**src/rtl/instr_encoder.sv**
```systemverilog
// instr_encoder: packs decoded RV32I bundles into 32-bit words, range-checks every field,
// buffers legal words in a 2-entry FIFO and streams them to imem at incrementing addresses.
module instr_encoder #(
    parameter int unsigned ADDR_W = 10,
    parameter int unsigned CNT_W  = 16
) (
    input  logic              clk,
    input  logic              rst_n,
    input  logic              start,
    input  logic [ADDR_W-1:0] base_addr,
    input  logic              in_valid,
    output logic              in_ready,
    input  logic [16:0]       in_opcode,
    input  logic [4:0]        in_rd,
    input  logic [4:0]        in_rs1,
    input  logic [4:0]        in_rs2,
    input  logic [31:0]       in_imm,
    output logic              mem_wvalid,
    input  logic              mem_wready,
    output logic [ADDR_W-1:0] mem_waddr,
    output logic [31:0]       mem_wdata,
    output logic [CNT_W-1:0]  count,
    output logic              err,
    output logic [1:0]        err_code
);

    localparam int unsigned DEPTH = 2;
    localparam int unsigned OCC_W = 2;

    localparam logic [6:0] OP_R      = 7'b0110011;
    localparam logic [6:0] OP_IMM    = 7'b0010011;
    localparam logic [6:0] OP_LOAD   = 7'b0000011;
    localparam logic [6:0] OP_JALR   = 7'b1100111;
    localparam logic [6:0] OP_STORE  = 7'b0100011;
    localparam logic [6:0] OP_BRANCH = 7'b1100011;
    localparam logic [6:0] OP_JAL    = 7'b1101111;
    localparam logic [6:0] OP_LUI    = 7'b0110111;
    localparam logic [6:0] OP_AUIPC  = 7'b0010111;

    localparam logic [1:0] ERR_NONE  = 2'd0;
    localparam logic [1:0] ERR_OPC   = 2'd1;
    localparam logic [1:0] ERR_IMM   = 2'd2;
    localparam logic [1:0] ERR_ALIGN = 2'd3;

    typedef struct packed {
        logic [ADDR_W-1:0] addr;
        logic [31:0]       word;
    } entry_t;

    entry_t             fifo_q [DEPTH];
    logic               rd_ptr;
    logic               wr_ptr;
    logic [OCC_W-1:0]   occ;
    logic [ADDR_W-1:0]  addr;

    logic [6:0]  f7;
    logic [2:0]  f3;
    logic [6:0]  op;
    logic        imm_s12;
    logic        imm_s13;
    logic        imm_s21;
    logic [31:0] enc_word;
    logic [1:0]  enc_code;
    logic        accept;
    logic        push;
    logic        pop;
    logic        full;

    assign f7 = in_opcode[16:10];
    assign f3 = in_opcode[9:7];
    assign op = in_opcode[6:0];

    // Immediate fits a signed N-bit field when all bits above N-1 equal the sign bit
    assign imm_s12 = (&in_imm[31:11]) || (~|in_imm[31:11]);
    assign imm_s13 = (&in_imm[31:12]) || (~|in_imm[31:12]);
    assign imm_s21 = (&in_imm[31:20]) || (~|in_imm[31:20]);

    // Format-dependent packing and legality check, range errors outrank alignment errors
    always_comb begin
        enc_word = '0;
        enc_code = ERR_NONE;
        case (op)
            OP_R: enc_word = {f7, in_rs2, in_rs1, f3, in_rd, op};
            OP_IMM: begin
                if (f3 == 3'b001 || f3 == 3'b101) begin
                    enc_word = {f7, in_imm[4:0], in_rs1, f3, in_rd, op};
                    if (in_imm[31:5] != '0) begin
                        enc_code = ERR_IMM;
                    end else if (f3 == 3'b001 && f7 != 7'b0000000) begin
                        enc_code = ERR_IMM;
                    end else if (f3 == 3'b101 && f7 != 7'b0000000 && f7 != 7'b0100000) begin
                        enc_code = ERR_IMM;
                    end
                end else begin
                    enc_word = {in_imm[11:0], in_rs1, f3, in_rd, op};
                    if (!imm_s12) enc_code = ERR_IMM;
                end
            end
            OP_LOAD, OP_JALR: begin
                enc_word = {in_imm[11:0], in_rs1, f3, in_rd, op};
                if (!imm_s12) enc_code = ERR_IMM;
            end
            OP_STORE: begin
                enc_word = {in_imm[11:5], in_rs2, in_rs1, f3, in_imm[4:0], op};
                if (!imm_s12) enc_code = ERR_IMM;
            end
            OP_BRANCH: begin
                enc_word = {in_imm[12], in_imm[10:5], in_rs2, in_rs1, f3, in_imm[4:1], in_imm[11], op};
                if (!imm_s13) enc_code = ERR_IMM;
                else if (in_imm[0]) enc_code = ERR_ALIGN;
            end
            OP_JAL: begin
                enc_word = {in_imm[20], in_imm[10:1], in_imm[11], in_imm[19:12], in_rd, op};
                if (!imm_s21) enc_code = ERR_IMM;
                else if (in_imm[0]) enc_code = ERR_ALIGN;
            end
            OP_LUI, OP_AUIPC: begin
                enc_word = {in_imm[31:12], in_rd, op};
                if (in_imm[11:0] != '0) enc_code = ERR_IMM;
            end
            default: enc_code = ERR_OPC;
        endcase
    end

    assign full       = (occ == OCC_W'(DEPTH));
    assign in_ready   = rst_n && !full && !start;
    assign accept     = in_valid && in_ready;
    assign push       = accept && (enc_code == ERR_NONE);
    assign mem_wvalid = (occ != '0);
    assign pop        = mem_wvalid && mem_wready;
    assign mem_waddr  = mem_wvalid ? fifo_q[rd_ptr].addr : '0;
    assign mem_wdata  = mem_wvalid ? fifo_q[rd_ptr].word : '0;

    // FIFO, address generator, write counter and sticky error state; start overrides all
    always_ff @(posedge clk or negedge rst_n) begin
        if (!rst_n) begin
            for (int i = 0; i < DEPTH; i++) fifo_q[i] <= '0;
            rd_ptr   <= 1'b0;
            wr_ptr   <= 1'b0;
            occ      <= '0;
            addr     <= '0;
            count    <= '0;
            err      <= 1'b0;
            err_code <= ERR_NONE;
        end else if (start) begin
            rd_ptr   <= 1'b0;
            wr_ptr   <= 1'b0;
            occ      <= '0;
            addr     <= base_addr;
            count    <= '0;
            err      <= 1'b0;
            err_code <= ERR_NONE;
        end else begin
            if (push) begin
                fifo_q[wr_ptr] <= '{addr: addr, word: enc_word};
                wr_ptr         <= ~wr_ptr;
                addr           <= addr + ADDR_W'(1);
            end
            if (pop) begin
                rd_ptr <= ~rd_ptr;
                if (count != '1) count <= count + CNT_W'(1);
            end
            case ({push, pop})
                2'b10:   occ <= occ + OCC_W'(1);
                2'b01:   occ <= occ - OCC_W'(1);
                default: occ <= occ;
            endcase
            if (accept && enc_code != ERR_NONE) begin
                err <= 1'b1;
                if (!err) err_code <= enc_code;
            end
        end
    end

endmodule

```
**config.mk**
```make
export PLATFORM = sky130hd
export DESIGN_NAME = instr_encoder
export DESIGN_NICKNAME = d
export VERILOG_FILES = /design/src/rtl/instr_encoder.sv
export SDC_FILE = /design/constraint.sdc
export NUM_CORES = 1
export LEC_CHECK = 0
export ABC_AREA = 1
export BUFFER_PORTS_ARGS = -buffer_cell sky130_fd_sc_hd__buf_4
export CAP_MARGIN = 5
export CORE_MARGIN = 2
export CORE_UTILIZATION = 50
export CTS_CLUSTER_SIZE = 14
export DETAILED_ROUTE_END_ITERATION = 8
export PLACE_DENSITY = 0.86
export SLEW_MARGIN = 20
export SYNTH_ARGS = -nofsm -noshare
export SYNTH_HDL_FRONTEND = slang
export SYNTH_SLANG_ARGS = --single-unit
```
**constraint.sdc**
```tcl
create_clock -name clk -period 1.7 [get_ports clk]
set_input_delay 0.17 -clock clk [delete_from_list [all_inputs] [get_ports clk]]
set_output_delay 0.17 -clock clk [all_outputs]
set_load 0.02 [all_outputs]
```
==> flow_metrics.py <==
metrics = {
    "clocking": {
        "cts.clk_slew.worst_paths_ns": 0.06,
        "cts_made_buffers": 17,
        "cts-root-buf": "clkbuf_16",
        "cts_buffer_depth": 2,
        "h-tree-depth": 4,
        "cts_tree": "yes",
        "clk_latency_ns": 0.44,
        "cts_sinks": 117,
    },
    "grt": {
        "antenna_found_initial": 0,
        "grtUsageTotal": 0.323,
        "grt_pass1_vias": 7351,
        "grt_pass1_wl_um": 36100,
        "grt_max_degree": 118,
        "overflow": 0,
    },
    "sta": {
        "finalClockSkew_ns": 0.0117,
        "slew_violations": 0,
        "relSlewSlack": 0.551,
        "fmax_mhz": 494,
        "rsz0062_at_grt": "true",
        "finalSetupTns_ns": -8.93,
        "worst_pin_slew_ns": 0.674,
        "finalHoldViolations": 0,
        "whs_ns": 0.0664,
        "fin_crit_ns": 2.03,
        "setup_ws_ns": -0.326,
        "period_share": 1.19,
        "setup_viol": 96,
    },
    "logic_synthesis": {
        "synthCells": 927,
        "synth_seq_cells": 117,
        "synth_warnings": 0,
        "post-synth-top-area-cell": "dfrtp_1",
        "synth_top_cell_area_share": 0.446,
        "avgSynthCellArea_um2": 7.08,
        "syn_nets": 1008,
        "synth_flop_cell": "dfrtp_1",
        "synth.distinct_cells": 37,
        "netlist_area_mm2": 0.00656,
        "synth_edf_count": 0,
        "synth.yosys.seq_area_share": 0.446,
        "ys_async_sr_fraction": 1.00,
        "synth_top_cells_by_area": "dfrtp_1 45%, nand2_1 17%, o21ai_0 6.9%, inv_1 6.2%, a21oi_1 4.2%",
    },
    "setup_path": {
        "crit_arrival_ns": 2.32,
        "path_cells": "nor2_2 -> inv_2 -> buf_4 -> nand2_1 -> inv_1 -> nand2_2 -> nand2_4 -> nand2_4 -> nor3_4 -> nand2_1 -> o21ai_1 -> a21oi_1",
        "crit_family": "simple AND/OR/NAND/NOR gates",
        "slowest_delay_ns": 0.38,
        "worstSetupPathType": "flip-flop to flip-flop",
        "worst_path_max_delay_cell": "dfrtp_1",
        "cp.required_ns": 1.99,
        "critPathBufInv": 3,
        "endpoint_kind": "flip-flop",
        "cp-start-kind": "flip-flop",
        "path_max_fanout": 4,
    },
    "status": {
        "violations": "negative setup slack",
        "outcome": "finished, violations left",
    },
    "die": {
        "io-pin-count": 142,
        "core_mm2": 0.0127,
        "die_area_mm2": 0.0141,
        "initial_utilization": 0.516,
        "placementRows": 41,
        "chipWidth_um": 119,
        "fp.dieH_um": 119,
    },
    "routing": {
        "routed_wl_um": 29600,
        "dr.first_iter.drc_count": 1307,
        "post-route-drc-count": 0,
        "vias_per_cell": 6.15,
        "dr.pass1.iters": 6,
        "vias": 8534,
        "wl_per_cell_um": 21.3,
        "ant_nets": 0,
    },
    "power_and_ir_drop": {
        "p_leak_nw": 5.27,
        "power_density_mw_per_mm2": 1070,
        "ir_drop_uv": 747,
    },
    "place": {
        "placed_cells": 1308,
        "port_buffers": 141,
        "dp_slack_ns": -0.385,
        "gp_congestion": 0.992,
        "dp_hpwl_um": 14200,
    },
    "final_layout": {
        "drive_gt1_frac": 0.388,
        "fin_nets": 1283,
        "final_common_cell": "nand2_1",
        "final_cell_mix": "285 x nand2_1, 224 x buf_4, 107 x dfrtp_1",
        "fin_cells": 1387,
        "antennaDiodeCount": 0,
        "area_growth_pct": 62.2,
        "final_util": 0.837,
    },
    "flow_run": {
        "maxCapViolCount": 0,
    },
    "min_path": {
        "min_path_type": "input port to flip-flop",
    },
}
[layer usage]
layer | wire [um] | vias to the layer above | track usage
li1 | - | 3555 | -
met1 | 10300 | 3994 | 0.413
met2 | 13500 | 729 | 0.523
met3 | 3310 | 256 | 0.0738
met4 | 2430 | 0 | 0.150
met5 | 0 | - | 0
[cells by family after synthesis]
group | count (synthesis) | synth area share
compound gates | 199 | 0.159
simple gates | 451 | 0.289
xor+xnor | 5 | 0.00667
fa+ha+maj | 2 | 0.00381
flops | 117 | 0.446
buf+inv | 153 | 0.0955
[cell type report]
class	count	area [um2]
clock inverters	15	203
well taps	172	215
fillers	679	2080
multi-input cells	657	3620
flip-flops and latches	117	2940
clock buffers	17	425
inverters	118	460
repair buffers	291	2780
[power breakdown]
group	internal (mW)	total, mW	switching [mW]	leakage (nW)
Combinational	1.88	4.19	2.31	3.59
Sequential	2.98	3.17	0.192	1.38
Clock	2.46	3.99	1.53	0.304
Total	7.32	11.3	4.02	5.27
[worst register-to-register path, delay by kind of cell, from the launching register on]
| kind | cells | cell delay [ns] |
|---|---|---|
| AO/OA/AOI/OAI | 2 | 0.31 |
| AND/OR/NAND/NOR | 7 | 0.82 |
| buffers and inverters | 3 | 0.37 |
| flip-flops | 1 | 0.38 |
[flip-flops by register name, summed over array words and instances (netlist names)]
name      flops
wr_ptr        1
occ           2
rd_ptr        1
err           1
count        16
addr         10
err_code      2
fifo_q       84
[synthesized netlist by cell type (7+ instances only)]
master,n
nor3_1,18
nand3_1,41
dfrtp_1,117
clkbuf_1,19
inv_1,109
nor2_1,60
a21oi_1,55
nand2_1,296
buf_2,8
o21ai_0,91
inv_2,8
nand4_1,13
o21ai_1,33
o31ai_1,7
[what timing repair did]
| item | 4_1_cts | 5_1_grt |
|---|---|---|
| hold buffers | 4 | 0 |
| hold endpoints to repair | 120 | 0 |
| setup buffers | 9 | 16 |
| setup endpoints to repair | 52 | 148 |
| pin swaps | 8 | 11 |
| resized for setup | 86 | 150 |
| gates cloned | 5 | 17 |
[path summary, 6_finish.rpt]
check | from | endpoint | slack (ns) | cells past startpoint
setup / recovery | occ[1] | count[11] | -0.33 | 12
max in group asynchronous | rst_n | count[4] | 0.75 | 3
setup reg to reg | occ[1] | count[11] | -0.33 | 12
hold / removal | base_addr[5] | addr[5] | 0.07 | 5
min in group asynchronous | rst_n | fifo_q[16] | 0.39 | 3
hold reg to reg | fifo_q[0] | fifo_q[0] | 0.48 | 2
[through the flow]
stage	total power [mW]	cell area [um2]
finish	11.3	10600
global route	11.6	10600
CTS	10.3	9650
detailed placement	5.62	8600
global placement	5.58	8600
floorplan	4.40	6640
Power figures use the tool's default switching activity.
